### src/rtl/tlu_pkg.sv
// Shared TLU protocol definitions: FSM states, trigger-mode encodings and
// the default trigger-number width used by both the DUT responder and the TLU master.
package tlu_pkg;

  localparam int TRIG_ID_BITS_DEF = 15;

  typedef enum logic [2:0] {
    ST_IDLE,
    ST_ACK,
    ST_WAIT_LOW,
    ST_SHIFT_HI,
    ST_SHIFT_LO,
    ST_RELEASE
  } tlu_state_e;

  typedef enum logic [1:0] {
    MODE_SIMPLE = 2'd0,
    MODE_HS     = 2'd1,
    MODE_DATA   = 2'd2,
    MODE_RSVD   = 2'd3
  } tlu_mode_e;

  // The reserved encoding falls back to the simple protocol.
  function automatic tlu_mode_e norm_mode(input logic [1:0] m);
    return (m == MODE_RSVD) ? MODE_SIMPLE : tlu_mode_e'(m);
  endfunction

endpackage

### src/rtl/tlu_sync_2ff.sv
// Two-flop synchronizer for a single asynchronous TLU line.
module tlu_sync_2ff (
  input  logic i_clk,
  input  logic i_rst_n,
  input  logic i_d,
  output logic o_q
);

  logic r_s1, r_s2;

  always_ff @(posedge i_clk) begin
    if (!i_rst_n) begin
      r_s1 <= 1'b0;
      r_s2 <= 1'b0;
    end else begin
      r_s1 <= i_d;
      r_s2 <= r_s1;
    end
  end

  assign o_q = r_s2;

endmodule

### src/rtl/tlu_dut_responder.sv
// DUT-side TLU responder: acknowledges triggers with BUSY and, in data-handshake
// mode, clocks the trigger number out of the TLU over the TRIGGER line.
module tlu_dut_responder
  import tlu_pkg::*;
#(
  parameter int TRIG_ID_BITS = TRIG_ID_BITS_DEF,
  parameter int CLK_DIV      = 4,
  parameter int TIMEOUT      = 1023
) (
  input  logic                    BUS_CLK,
  input  logic                    BUS_RST_N,
  input  logic                    ENABLE,
  input  logic [1:0]              MODE,
  input  logic                    TLU_TRIGGER,
  output logic                    TLU_BUSY,
  output logic                    TLU_CLOCK,
  input  logic                    VETO,
  output logic                    TRIG_VALID,
  output logic [TRIG_ID_BITS-1:0] TRIG_ID,
  output logic [31:0]             TRIG_COUNT,
  output logic                    TIMEOUT_ERR
);

  localparam int PH_W = $clog2(CLK_DIV);
  localparam int BC_W = $clog2(TRIG_ID_BITS + 1);
  localparam int TO_W = $clog2(TIMEOUT + 1);
  localparam logic [PH_W-1:0] PH_LAST = PH_W'(CLK_DIV - 1);
  localparam logic [BC_W-1:0] BC_LAST = BC_W'(TRIG_ID_BITS);
  localparam logic [TO_W-1:0] TO_LAST = TO_W'(TIMEOUT - 1);

  tlu_state_e              r_state;
  tlu_mode_e               r_mode;
  logic                    r_trig_prev;
  logic [PH_W-1:0]         r_phase;
  logic [BC_W-1:0]         r_bitcnt;
  logic [TO_W-1:0]         r_to;
  logic [TRIG_ID_BITS-1:0] r_shift;
  logic                    r_busy, r_clk, r_valid, r_err;
  logic [TRIG_ID_BITS-1:0] r_id;
  logic [31:0]             r_count;

  logic w_trig_s, w_rise;
  tlu_mode_e w_mode_in;

  tlu_sync_2ff u_sync (
    .i_clk   (BUS_CLK),
    .i_rst_n (BUS_RST_N),
    .i_d     (TLU_TRIGGER),
    .o_q     (w_trig_s)
  );

  assign w_rise    = w_trig_s & ~r_trig_prev;
  assign w_mode_in = norm_mode(MODE);

  always_ff @(posedge BUS_CLK) begin
    if (!BUS_RST_N) begin
      r_state     <= ST_IDLE;
      r_mode      <= MODE_SIMPLE;
      r_trig_prev <= 1'b0;
      r_phase     <= '0;
      r_bitcnt    <= '0;
      r_to        <= '0;
      r_shift     <= '0;
      r_busy      <= 1'b0;
      r_clk       <= 1'b0;
      r_valid     <= 1'b0;
      r_err       <= 1'b0;
      r_id        <= '0;
      r_count     <= '0;
    end else begin
      r_trig_prev <= w_trig_s;
      r_valid     <= 1'b0;
      r_err       <= 1'b0;
      case (r_state)
        ST_IDLE: begin
          if (w_rise && ENABLE) begin
            r_mode  <= w_mode_in;
            r_busy  <= 1'b1;
            r_state <= ST_ACK;
            // Simple mode reports the trigger together with the BUSY edge.
            if (w_mode_in == MODE_SIMPLE) begin
              r_valid <= 1'b1;
              r_id    <= r_count[TRIG_ID_BITS-1:0];
              r_count <= r_count + 32'd1;
            end
          end
        end
        ST_ACK: begin
          r_to    <= '0;
          r_state <= (r_mode == MODE_SIMPLE) ? ST_RELEASE : ST_WAIT_LOW;
        end
        ST_WAIT_LOW: begin
          if (!w_trig_s) begin
            if (r_mode == MODE_DATA) begin
              r_clk    <= 1'b1;
              r_phase  <= '0;
              r_bitcnt <= '0;
              r_state  <= ST_SHIFT_HI;
            end else begin
              r_valid <= 1'b1;
              r_id    <= r_count[TRIG_ID_BITS-1:0];
              r_count <= r_count + 32'd1;
              r_state <= ST_RELEASE;
            end
          end else if (r_to == TO_LAST) begin
            r_err   <= 1'b1;
            r_state <= ST_RELEASE;
          end else begin
            r_to <= r_to + 1'b1;
          end
        end
        ST_SHIFT_HI: begin
          if (r_phase == PH_LAST) begin
            r_shift  <= {r_shift[TRIG_ID_BITS-2:0], w_trig_s};
            r_bitcnt <= r_bitcnt + 1'b1;
            r_phase  <= '0;
            r_clk    <= 1'b0;
            r_state  <= ST_SHIFT_LO;
          end else begin
            r_phase <= r_phase + 1'b1;
          end
        end
        ST_SHIFT_LO: begin
          if (r_phase == PH_LAST) begin
            r_phase <= '0;
            if (r_bitcnt == BC_LAST) begin
              r_valid <= 1'b1;
              r_id    <= r_shift;
              r_count <= r_count + 32'd1;
              r_state <= ST_RELEASE;
            end else begin
              r_clk   <= 1'b1;
              r_state <= ST_SHIFT_HI;
            end
          end else begin
            r_phase <= r_phase + 1'b1;
          end
        end
        ST_RELEASE: begin
          if (!VETO && !w_trig_s) begin
            r_busy  <= 1'b0;
            r_state <= ST_IDLE;
          end
        end
        default: r_state <= ST_IDLE;
      endcase
    end
  end

  assign TLU_BUSY    = r_busy;
  assign TLU_CLOCK   = r_clk;
  assign TRIG_VALID  = r_valid;
  assign TRIG_ID     = r_id;
  assign TRIG_COUNT  = r_count;
  assign TIMEOUT_ERR = r_err;

endmodule
### config.mk
export PLATFORM = sky130hd
export DESIGN_NAME = tlu_dut_responder
export DESIGN_NICKNAME = d
export VERILOG_FILES = /design/src/rtl/tlu_pkg.sv /design/src/rtl/tlu_sync_2ff.sv /design/src/rtl/tlu_dut_responder.sv
export SDC_FILE = /design/constraint.sdc
export NUM_CORES = 1
export LEC_CHECK = 0
export CORE_ASPECT_RATIO = 1.25
export CORE_MARGIN = 2
export CORE_UTILIZATION = 63
export CTS_CLUSTER_SIZE = 8
export DETAILED_ROUTE_END_ITERATION = 6
export DONT_BUFFER_PORTS = 1
export PLACE_DENSITY = 0.76
export SLEW_MARGIN = 10
export SYNTH_ARGS = -nofsm -noshare
export SYNTH_HDL_FRONTEND = slang
export SYNTH_SLANG_ARGS = --single-unit
### constraint.sdc
create_clock -name BUS_CLK -period 2.4 [get_ports BUS_CLK]
set_clock_uncertainty 0.1 [all_clocks]
set_input_delay 0.24 -clock BUS_CLK [delete_from_list [all_inputs] [get_ports BUS_CLK]]
set_output_delay 0.24 -clock BUS_CLK [all_outputs]
set_load 0.05 [all_outputs]
==> results of run 1 <==
-- flip-flops by register name (all words and copies together), names as in the netlist, 2 cells and up --
| signal | count |
|---|---|
| TRIG_ID | 15 |
| TRIG_COUNT | 32 |
| r_bitcnt | 4 |
| r_mode | 2 |
| r_shift | 15 |
| r_phase | 2 |
| r_state | 3 |
| r_to | 10 |
-- layout make-up --
class | instances | area [sq um] | share of cell area [%]
Tap cell | 85 | 106 | 2.30
Multi-Input combinational cell | 344 | 2140 | 46.3
Clock buffer | 10 | 138 | 2.98
Sequential cell | 90 | 1810 | 39.1
Inverter | 13 | 48.8 | 1.06
Clock inverter | 5 | 40.0 | 0.867
Timing Repair Buffer | 44 | 343 | 7.42
-- layout by cell type (no fill, tap or decap), types with 4 or more instances in the layout --
cell type  instances
nand4_1           14
and3_1             4
nor2_1            40
or3_1             11
buf_4             41
dfxtp_1           87
ha_1               7
mux2i_1           19
a211oi_1          18
o21ai_1           11
xor2_1             4
o31ai_1           18
a21oi_1           53
o21ai_0            4
and4_1             6
nand2_1           55
xnor2_1            9
nand3_1           13
inv_1             12
nand2b_1           4
or4_1             17
clkbuf_8          10
-- worst paths after layout --
path	end	slack, ns
worst max-delay path	TRIG_COUNT[20]$_SDFFE_PN0P_	0.14
worst min-delay path	r_mode[0]$_SDFFE_PN0P_	0.05
worst max register to register	TRIG_COUNT[20]$_SDFFE_PN0P_	0.14
worst min register to register	r_shift[14]$_SDFFE_PN0P_	0.36
-- logic make-up after synthesis --
group	share of synthesized area, %
buffers and inverters	4.32
muxes	4.65
and+or+nand+nor	23.9
DFF	44.1
adders and majority gates	2.14
xor gates and xnor gates	2.79
AOI/OAI and AO/OA	18.1
-- report_power, final --
| group | switching (mW) | internal [mW] | total (mW) | leakage, nW |
|---|---|---|---|---|
| Combinational | 0.429 | 0.287 | 0.715 | 0.732 |
| Sequential | 0.566 | 1.65 | 2.22 | 0.730 |
| Clock | 0.545 | 0.404 | 0.949 | 0.0810 |
-- critical path: stages (launching register included) --
cell and delay (ns):
dfxtp_1 0.37, ha_1 0.23, nand2b_4 0.09, o32ai_4 0.31
nand4b_1 0.18, buf_8 0.20, or4_1 0.55, a21oi_2 0.16
-- layer usage --
metal	track usage (%)	share of wire, %
met4	12.0	2.2
met2	50.1	52
met5	0	0
met3	7.50	5.0
met1	31.0	41
-- timing repair --
action | 4_1_cts | 5_1_grt
hold endpoints to repair | 11 | 0
gates resized for setup | 0 | 6
setup endpoints to repair | 0 | 10
hold buffers | 2 | 0
==> summary.txt, run 1 <==
Status
  • Status: completed

Die
  • Initial Util: 65.9%
  • Row count: 32
  • Die area: 7150 sq um
  • # IOs: 58
  • Die width: 76.0 microns
  • Die height: 94.1 microns
  • Core footprint: 6210 sq um

Clock tree
  • Clk pin slew, worst setup/hold paths: 0.09 ns
  • CTS sink count: 90
  • Post-CTS setup buffers: 0
  • H-tree levels: 3
  • Clock Tree Root: clkbuf_8
  • CTS tree: yes
  • Worst skew pair latency: 0.37 ns
  • Clock buffers created by TritonCTS: 9
  • Max clock buf depth: 2

Worst setup path
  • CP Capture Type: flop
  • Startpoint Class: flop
  • Crit path DAT: 2.45 ns
  • RR Startpoint: r_phase[0]$_SDFFE_PN0P_
  • Setup CP Type: reg -> reg
  • Critical path origin: r_phase[0]$_SDFFE_PN0P_
  • Worst Reg-to-Reg Cells: 7
  • Maximum fanout along the worst path: 28
  • CP required: 2.59 ns

Min path
  • Min-delay src: MODE[0]
  • Worst hold path type: in -> reg
  • WHS Path Cells: 3

Finish
  • Final Util: 74.4%
  • Fin nets: 516
  • Final Non-Filler Cells: 591
  • Layout cells sized above 1: about 14%
  • Final instance area: 4620 sq um
  • Area Growth Syn to Fin: 13.0%
  • Antenna cells: 0
  • FILL cells: 476

Synth
  • Seq cells post-synth: 90
  • Syn Inst Count: about 480
  • Post-Syn Area: between 4000 and 5000 sq um
  • Ys flop type: dfxtp_1
  • Syn_area_per_cell: between 8 and 9 sq um
  • Area leader, netlist: dfxtp_1
  • Post-synth top cells: dfxtp_1 (90), nand2_1 (55), a21oi_1 (54)
  • Yosys warns: 0
  • Cell variety after synth: 49
  • Synth Net Count: 489
  • Async set-reset flop share out of synthesis: 0%
  • Sequential area share after synthesis: 44.1%
  • Most frequent cell after synthesis: dfxtp_1
  • Area contributors post-synth: dfxtp_1 (44%), a21oi_1 (6.6%), nand2_1 (5.1%), mux2i_1 (4.7%), nor2_1 (3.7%)
  • Yosys top cell area share: 44.1%
  • Number of synthesized flops with an enable pin: 0

Pwr
  • Maximum VDD drop: 420 uV
  • Pwr Density: 841 nW/um^2
  • Power, Total: 3.88 mW
  • Static leakage: roughly 1.5 nW

Global routing
  • Largest net degree at the start of global routing: 46
  • First-pass GRT wire length: approximately 16000 microns
  • Initial antenna violation count: 0
  • Total gr overflow: 0
  • Vias in the first global route: 3415
  • Total Routing Usage GR: roughly 28%

Place
  • Placed instance area: 4390 sq um
  • Worst slack at placement: 0.101 ns
  • Routability cong.: 0.937
  • Number of I/O port buffers: 0
  • Dpl hpwl: 6500 microns
  • DP Cell Count: 574

Detailed routing
  • Wire length per cell: 16.2 microns
  • Drt total wl: 9560 microns
  • 1st-iter DRT viols: 185
  • Vias: 3611
  • Total iterations of the first detailed-routing run: 5
  • Vias/cell: 6.11
  • DRC Markers: 0
  • Post-DRT Antenna Nets: 0

STA
  • Final min period: between 2 and 2.5 ns
  • Period Utilization, post-route: 94.1%
  • Final setup violation count: 0
  • Max Clk Rate: ~440 MHz
  • Final Hold Fails: 0
  • RSZ-0062 raised after global routing: false
  • Final Max Tran Viols: 0
  • Final setup margin: 0.142 ns
  • Slew HR: 48.5%
  • Hold_ws: 0.0533 ns
  • Slew @ Worst Pin: 0.772 ns
  • TNS Setup: 0 ns

Run
  • Max_cap viols: 0
No activity file was read; power rests on OpenSTA's default activity.
==> run 2, diff against run 1 <==
Settings changed: ABC_AREA from default to 1.
==> run 2 against run 1 <==
Die area increased by 8.8%. First-iteration DRC count increased by 60%. Non-clock buffer count decreased by 8. Final area increased by 7.3%. Sequential power decreased by 22%. Critical path type unchanged. Largest power group unchanged.
==> summary.txt, run 2 <==
Status
  • Status: completed (unchanged)

Finish
  • Area Growth Syn to Fin: 11.0% (was 13.0%)
  • Fin nets: 718 (was 516)
  • Commonest non-fill, non-tap cell in the layout: nand2_1 (was dfxtp_1)
  • Most frequent cells in the layout: nand2_1 (141), nor2_1 (126), dfxtp_1 (90) (was dfxtp_1 (87), nand2_1 (55), a21oi_1 (53))
  • Layout cells sized above 1: 9.59% (was 13.8%)
  • Number of flip-flops in the largest register: 32 (unchanged)
  • FILL cells: 638 (was 476)
  • Antenna cells: 0 (unchanged)
  • Final Util: 71.5% (was 74.4%)

STA
  • Final setup violation count: 0 (unchanged)
  • RSZ-0062 raised after global routing: false (unchanged)
  • Period Utilization, post-route: 83.7% (was 94.1%)
  • Slew HR: 57.8% (was 48.5%)
  • Final min period: 2.01 ns (was 2.26 ns)
  • Hold_ws: 0.0237 ns (was 0.0533 ns)
  • Final setup margin: 0.391 ns (was 0.142 ns)
  • Final Hold Fails: 0 (unchanged)
  • TNS Setup: 0 ns (unchanged)
  • Final Max Tran Viols: 0 (unchanged)
  • Slew @ Worst Pin: 0.632 ns (was 0.772 ns)
  • Max Clk Rate: 498 MHz (was 443 MHz)

Global routing
  • Vias in the first global route: 4081 (was 3415)
  • First-pass GRT wire length: 18300 microns (was 15900 microns)
  • Largest net degree at the start of global routing: 68 (was 46)
  • Total Routing Usage GR: 28.8% (was 27.8%)
  • Total gr overflow: 0 (unchanged)
  • Initial antenna violation count: 0 (unchanged)

Pwr
  • P_sw: 1.09 mW (was 1.54 mW)
  • Maximum VDD drop: 435 uV (was 420 uV)
  • Pwr Density: 652 nW/um^2 (was 841 nW/um^2)
  • Sequential power share: 53.8% (was 57.1%)
  • Clk pwr share: 30.9% (was 24.4%)
  • Static leakage: 2.07 nW (was 1.54 nW)
  • Sw Share: 33.6% (was 39.7%)
  • Combinational share of power: 15.4% (was 18.4%)
  • Int Power: 2.14 mW (was 2.34 mW)
  • Power, Total: 3.23 mW (was 3.88 mW)

Worst setup path
  • R2R setup slack: 0.39 ns (was 0.14 ns)
  • Critical path's largest stage delay: 0.53 ns (was 0.55 ns)
  • RR Endpoint: TRIG_COUNT[4]$_SDFFE_PN0P_ (was TRIG_COUNT[20]$_SDFFE_PN0P_)
  • Setup CP Type: reg -> reg (unchanged)
  • Crit path DAT: 2.17 ns (was 2.45 ns)
  • Slowest stage cell, crit path: dfxtp_1 (was or4_1)
  • CP most frequent cell: nor2_1
  • CP required: 2.56 ns (was 2.59 ns)
  • Startpoint Class: flop (unchanged)
  • CP Capture Type: flop (unchanged)
  • Maximum fanout along the worst path: 21 (was 28)
  • RR Startpoint: r_state[0]$_SDFFE_PN0P_ (was r_phase[0]$_SDFFE_PN0P_)
  • Cells along the critical path: inv_2 -> nand2_1 -> nor2_1 -> nand3_1 -> nand3_4 -> inv_2 -> nor2_1 -> nor2_1 -> nor2_1 (was ha_1 -> nand2b_4 -> o32ai_4 -> nand4b_1 -> buf_8 -> or4_1 -> a21oi_2)
  • Worst Reg-to-Reg Cells: 9 (was 7)

Place
  • Number of I/O port buffers: 0 (unchanged)
  • Routability cong.: 0.882 (was 0.937)
  • Worst slack at placement: 0.431 ns (was 0.101 ns)
  • Dpl hpwl: 7620 microns (was 6500 microns)

Min path
  • Worst hold path type: in -> reg (unchanged)
  • Min-delay src: VETO (was MODE[0])
  • Hold path endpoint: TLU_BUSY$_SDFFE_PN0P_ (was r_mode[0]$_SDFFE_PN0P_)
  • WHS Path Cells: 2 (was 3)

Detailed routing
  • Vias/cell: 5.52 (was 6.11)
  • DRC Markers: 0 (unchanged)
  • Post-DRT Antenna Nets: 0 (unchanged)
  • 1st-iter DRT viols: 296 (was 185)
  • Total iterations of the first detailed-routing run: 5 (unchanged)
  • Drt total wl: 10800 microns (was 9560 microns)
  • Wire length per cell: 13.5 microns (was 16.2 microns)
  • Vias: 4411 (was 3611)

Synth
  • Yosys top cell area share: 40.3% (was 44.1%)
  • Yosys warns: 0 (unchanged)
  • Most frequent cell after synthesis: nand2_1 (was dfxtp_1)
  • Area contributors post-synth: dfxtp_1 (40%), nand2_1 (12%), nor2_1 (11%), nand3_1 (6.9%), inv_1 (6.3%) (was dfxtp_1 (44%), a21oi_1 (6.6%), nand2_1 (5.1%), mux2i_1 (4.7%), nor2_1 (3.7%))
  • Synth Net Count: 695 (was 489)
  • Syn Inst Count: 681 (was 475)
  • Area leader, netlist: dfxtp_1 (unchanged)
  • Post-synth top cells: nand2_1 (141), nor2_1 (126), dfxtp_1 (90) (was dfxtp_1 (90), nand2_1 (55), a21oi_1 (54))
  • Post-Syn Area: 4470 sq um (was 4090 sq um)
  • Syn_area_per_cell: 6.56 sq um (was 8.61 sq um)
  • Number of synthesized flops with an enable pin: 0 (unchanged)
  • Cell variety after synth: 32 (was 49)
  • Seq cells post-synth: 90 (unchanged)
  • Ys flop type: dfxtp_1 (unchanged)
  • Sequential area share after synthesis: 40.3% (was 44.1%)
  • Async set-reset flop share out of synthesis: 0% (unchanged)

Die
  • Die height: 98.1 microns (was 94.1 microns)
  • Die width: 79.3 microns (was 76.0 microns)
  • Row count: 34 (was 32)
  • Initial Util: 64.4% (was 65.9%)
  • Die area: 7780 sq um (was 7150 sq um)
  • Core footprint: 6930 sq um (was 6210 sq um)
  • # IOs: 58 (unchanged)

Clock tree
  • CTS sink count: 90 (unchanged)
  • Clock Tree Root: clkbuf_8 (unchanged)
  • Post-CTS resize count: 0 (unchanged)
  • Worst skew pair latency: 0.36 ns (was 0.37 ns)
  • Clk pin slew, worst setup/hold paths: 0.09 ns (about the same)
  • CTS tree: yes (unchanged)
  • Post-CTS setup buffers: 0 (unchanged)
  • Max clock buf depth: 2 (unchanged)
  • Clock buffers created by TritonCTS: 9 (unchanged)
  • H-tree levels: 3 (unchanged)

Run
  • Max_cap viols: 0 (unchanged)
## run 2: cell count changes in the layout (fill, tap and decap cells not counted), sizes merged, moves of 12 or more
| cell | before | now |
|---|---|---|
| nor2 | 40 | 135 |
| nand2 | 55 | 142 |
| inv | 14 | 80 |
| nand3 | 15 | 63 |
| o21ai | 15 | 57 |
| mux2i | 19 | 0 |
| a211oi | 18 | 0 |
| o31ai | 18 | 1 |
| or4 | 17 | 0 |
| or3 | 12 | 0 |
## run 2: kinds of logic (layout without fill, tap and decap cells)
logic type / count (synthesis) / in the layout / synth area share [%]
buffers and inverters: 103 / 131 / 9.24
AOI/OAI and AO/OA: 109 / 109 / 12.4
adders and majority gates: 7 / 7 / 1.96
and+or+nand+nor: 371 / 371 / 35.8
xor gates and xnor gates: 1 / 1 / 0.196
DFF: 90 / 90 / 40.3
## run 2: worst max-delay path by stage
stage / start / to / slack, ns / depth (start not counted)
2_1_floorplan: TRIG_COUNT[1]$_SDFFE_PN0P_ / TRIG_COUNT[24]$_SDFFE_PN0P_ / 0.35 / 8
6_report: r_state[0]$_SDFFE_PN0P_ / TRIG_COUNT[4]$_SDFFE_PN0P_ / 0.39 / 9
5_1_grt: TRIG_COUNT[0]$_SDFFE_PN0P_ / TRIG_COUNT[28]$_SDFFE_PN0P_ / 0.21 / 9
3_3_place_gp: r_state[0]$_SDFFE_PN0P_ / TRIG_COUNT[4]$_SDFFE_PN0P_ / 0.55 / 9
3_5_place_dp: r_state[0]$_SDFFE_PN0P_ / TRIG_COUNT[4]$_SDFFE_PN0P_ / 0.43 / 9
4_1_cts: r_state[0]$_SDFFE_PN0P_ / TRIG_COUNT[4]$_SDFFE_PN0P_ / 0.42 / 9
## run 2: final cells by class
| type | instances | area (sq um) | area share [%] |
|---|---|---|---|
| multi-input combinational | 488 | 2250 | 45.4 |
| sequential | 90 | 1800 | 36.3 |
| timing repair buffer | 36 | 305 | 6.16 |
| inverter | 79 | 297 | 5.98 |
| clock buffer | 12 | 155 | 3.13 |
| tap | 90 | 113 | 2.27 |
| clock inverter | 4 | 33.8 | 0.681 |
## run 2: power by group through the flow
stage | Clock, mW | Combinational, mW | Sequential, mW
after global routing | 1.07 | 0.562 | 1.75
after floorplan | 0 | 0.382 | 1.77
final | 0.997 | 0.496 | 1.74
after CTS | 1.00 | 0.493 | 1.74
after global placement | 0 | 0.451 | 1.77
after detailed placement | 0 | 0.471 | 1.77
## run 2: stage by stage
step / instances / instance area [sq um]
final: 799 / 4960
after global routing: 799 / 4960
after global placement: 781 / 4730
after CTS: 799 / 4960
after detailed placement: 781 / 4730
after floorplan: 681 / 4470
## run 2: worst max-delay path: cells and delay by family, from the launching register on
kind,cells,cell delay (ns)
buf+inv,2,0.46
simple gates,7,0.81
flops,1,0.53
## run 2: timing repair
| item | 4_1_cts | 5_1_grt |
|---|---|---|
| setup endpoints to repair | 0 | 0 |
| hold endpoints to repair | 71 | 0 |
| hold buffers | 2 | 0 |
## run 2: routing by layer
| layer | track usage [%] | share of wire [%] | up-vias |
|---|---|---|---|
| met5 | 0 | 0 | - |
| met4 | 10.6 | 1.7 | 0 |
| met3 | 4.62 | 4.3 | 16 |
| met2 | 49.2 | 51 | 102 |
| met1 | 36.5 | 43 | 2060 |
| li1 | - | - | 2233 |
==> run 3, diff against run 2 <==
Clock period 2.4 ns to 2.1 ns, I/O delays scaled along.
==> run 3 against run 2 <==
Critical path depth unchanged. Worst setup slack got worse by 0.26 ns. Sequential share of layout area decreased by 0.40 points. Non-clock buffer count increased by 7. Critical path type unchanged. Critical endpoint is now TRIG_COUNT[28]$_SDFFE_PN0P_. Largest power group unchanged. Highest routed layer unchanged.
==> summary.txt, run 3 (synthesized netlist as in run 2, its figures left out) <==
Pwr
  • P_sw: 1.22 mW (was 1.09 mW)
  • Clk pwr share: 29.8% (was 30.9%)
  • Pwr Density: 729 nW/um^2 (was 652 nW/um^2)
  • Int Power: 2.43 mW (was 2.14 mW)
  • Sequential power share: 54.3% (was 53.8%)
  • Combinational share of power: 15.9% (was 15.4%)
  • Maximum VDD drop: 476 uV (was 435 uV)
  • Sw Share: 33.5% (was 33.6%)
  • Static leakage: 2.10 nW (was 2.07 nW)

Die
  • Initial Util: 64.4% (unchanged)
  • Die area: 7780 sq um (unchanged)
  • Row count: 34 (unchanged)
  • Core footprint: 6930 sq um (unchanged)
  • # IOs: 58 (unchanged)
  • Die width: 79.3 microns (unchanged)
  • Die height: 98.1 microns (unchanged)

Status
  • Status: completed (unchanged)

Clock tree
  • H-tree levels: 3 (unchanged)
  • CTS sink count: 90 (unchanged)
  • Clk pin slew, worst setup/hold paths: 0.09 ns (about the same)
  • Worst skew pair latency: 0.36 ns (about the same)
  • Clock Tree Root: clkbuf_8 (unchanged)
  • Clock buffers created by TritonCTS: 9 (unchanged)
  • Post-CTS setup buffers: 0 (unchanged)
  • Max clock buf depth: 2 (unchanged)
  • CTS tree: yes (unchanged)

Place
  • Placed instance area: 4770 sq um (was 4730 sq um)
  • Routability cong.: 0.881 (was 0.882)
  • Number of I/O port buffers: 0 (unchanged)
  • Dpl hpwl: 7810 microns (was 7620 microns)
  • DP Cell Count: 786 (was 781)

Detailed routing
  • Vias/cell: 5.44 (was 5.52)
  • Vias: 4383 (was 4411)
  • Post-DRT Antenna Nets: 0 (unchanged)
  • Wire length per cell: 13.4 microns (was 13.5 microns)
  • DRC Markers: 0 (unchanged)
  • Drt total wl: 10800 microns (about the same)
  • Total iterations of the first detailed-routing run: 5 (unchanged)
  • 1st-iter DRT viols: 190 (was 296)

Worst setup path
  • Crit path DAT: 2.17 ns (about the same)
  • Worst Reg-to-Reg Cells: 9 (unchanged)
  • Setup CP Type: reg -> reg (unchanged)
  • Maximum fanout along the worst path: 8 (was 21)
  • Buffers & Inverters on Critical Path: 1 (was 2)
  • CP Capture Type: flop (unchanged)
  • R2R setup slack: 0.13 ns (was 0.39 ns)
  • Top delay family on crit path: simple AND/OR/NAND/NOR gates (unchanged)
  • Slowest stage cell, crit path: dfxtp_1 (unchanged)
  • RR Startpoint: TRIG_COUNT[0]$_SDFFE_PN0P_ (was r_state[0]$_SDFFE_PN0P_)
  • RR Endpoint: TRIG_COUNT[28]$_SDFFE_PN0P_ (was TRIG_COUNT[4]$_SDFFE_PN0P_)
  • Critical path's largest stage delay: 0.43 ns (was 0.53 ns)
  • Startpoint Class: flop (unchanged)
  • Cells along the critical path: ha_1 -> nand3_1 -> nor2_4 -> nand3_1 -> nor2_1 -> nand3_1 -> nand2_1 -> inv_1 -> nor2_1 (was inv_2 -> nand2_1 -> nor2_1 -> nand3_1 -> nand3_4 -> inv_2 -> nor2_1 -> nor2_1 -> nor2_1)
  • CP required: 2.30 ns (was 2.56 ns)
  • CP most frequent cell: nand3_1 (was nor2_1)

Global routing
  • Total Routing Usage GR: 28.7% (was 28.8%)
  • Vias in the first global route: 4127 (was 4081)
  • First-pass GRT wire length: 18200 microns (was 18300 microns)
  • Total gr overflow: 0 (unchanged)
  • Initial antenna violation count: 0 (unchanged)
  • Largest net degree at the start of global routing: 67 (was 68)

STA
  • RSZ-0062 raised after global routing: true (was false)
  • Final Max Tran Viols: 0 (unchanged)
  • Final Hold Fails: 0 (unchanged)
  • Max Clk Rate: 507 MHz (was 498 MHz)
  • Period Utilization, post-route: 93.9% (was 83.7%)
  • Slew @ Worst Pin: 0.628 ns (was 0.632 ns)
  • Final setup violation count: 0 (unchanged)
  • Final min period: 1.97 ns (was 2.01 ns)
  • Slew HR: 58.1% (was 57.8%)

Finish
  • Layout cells sized above 1: 10.3% (was 9.59%)
  • Commonest non-fill, non-tap cell in the layout: nand2_1 (unchanged)
  • Antenna cells: 0 (unchanged)
  • Final Non-Filler Cells: 806 (was 799)
  • Final instance area: 5010 sq um (was 4960 sq um)
  • Most frequent cells in the layout: nand2_1 (141), nor2_1 (125), dfxtp_1 (90) (was nand2_1 (141), nor2_1 (126), dfxtp_1 (90))
  • FILL cells: 606 (was 638)
  • Fin nets: 725 (was 718)
  • Number of flip-flops in the largest register: 32 (unchanged)
  • Area Growth Syn to Fin: 12.2% (was 11.0%)

Run
  • Max_cap viols: 0 (unchanged)

Min path
  • Hold path endpoint: r_mode[0]$_SDFFE_PN0P_ (was TLU_BUSY$_SDFFE_PN0P_)
  • Min-delay src: MODE[0] (was VETO)
  • Worst hold path type: in -> reg (unchanged)
  • WHS Path Cells: 3 (was 2)
## run 3: worst max path at each step
| stage | cells past startpoint | slack, ns | end | startpoint |
|---|---|---|---|---|
| floorplan | 8 | 0.05 | TRIG_COUNT[24]$_SDFFE_PN0P_ | TRIG_COUNT[1]$_SDFFE_PN0P_ |
| global placement | 8 | 0.24 | TRIG_COUNT[24]$_SDFFE_PN0P_ | TRIG_COUNT[0]$_SDFFE_PN0P_ |
| detailed placement | 8 | 0.18 | TRIG_COUNT[24]$_SDFFE_PN0P_ | TRIG_COUNT[0]$_SDFFE_PN0P_ |
| CTS | 9 | 0.16 | TRIG_COUNT[28]$_SDFFE_PN0P_ | TRIG_COUNT[0]$_SDFFE_PN0P_ |
| global route | 9 | -0.02 | TRIG_COUNT[28]$_SDFFE_PN0P_ | TRIG_COUNT[0]$_SDFFE_PN0P_ |
| finish | 9 | 0.13 | TRIG_COUNT[28]$_SDFFE_PN0P_ | TRIG_COUNT[0]$_SDFFE_PN0P_ |
## run 3: layout make-up
type / count / area, sq um / area share, %
Clock inverter: 5 / 40.0 / 0.799
Timing Repair Buffer: 43 / 363 / 7.24
Multi-Input combinational cell: 488 / 2250 / 45.0
Sequential cell: 90 / 1800 / 35.9
Clock buffer: 11 / 141 / 2.82
Tap cell: 90 / 113 / 2.25
Inverter: 79 / 299 / 5.97
## run 3: per-stage QoR
stage	hold slack [ns]	setup slack [ns]	total power [mW]	util (%)	setup TNS [ns]
2_1_floorplan	0.208	0.0460	2.45	-	0
6_report	0.0604	0.128	3.66	72.3	0
5_1_grt	0.0854	-0.0185	3.81	72.3	-0.0215
3_5_place_dp	0.223	0.175	2.58	68.8	0
3_3_place_gp	0.229	0.235	2.56	68.8	0
4_1_cts	0.0688	0.162	3.66	72.2	0
## run 3: layer usage
| metal | wire length (microns) | GRT usage (%) | part of all wire (%) | vias up |
|---|---|---|---|---|
| li1 | - | - | - | 2255 |
| met1 | 4810 | 36.1 | 44 | 2008 |
| met2 | 5350 | 48.6 | 49 | 97 |
| met3 | 418 | 4.16 | 3.9 | 23 |
| met4 | 234 | 12.6 | 2.2 | 0 |
| met5 | 0 | 0 | 0 | - |
## run 3: repair_timing
action | in CTS | in global routing
endpoints found under the hold margin | 72 | 0
hold buffers | 4 | 0
setup endpoints to repair | 0 | 2
resized for setup | 0 | 3
## run 3: power by group through the flow
stage               clock [mW]  combinational [mW]  sequential, mW
floorplan                    0               0.437            2.02
finish                    1.09               0.582            1.98
global placement             0               0.537            2.02
global route              1.15               0.667            1.99
detailed placement           0               0.552            2.02
CTS                       1.10               0.580            1.98
## run 3: tightest hold or removal path, cell delays in order
cell and delay [ns]:
ha_1 0.13, nor2_1 0.05, nor2_1 0.10
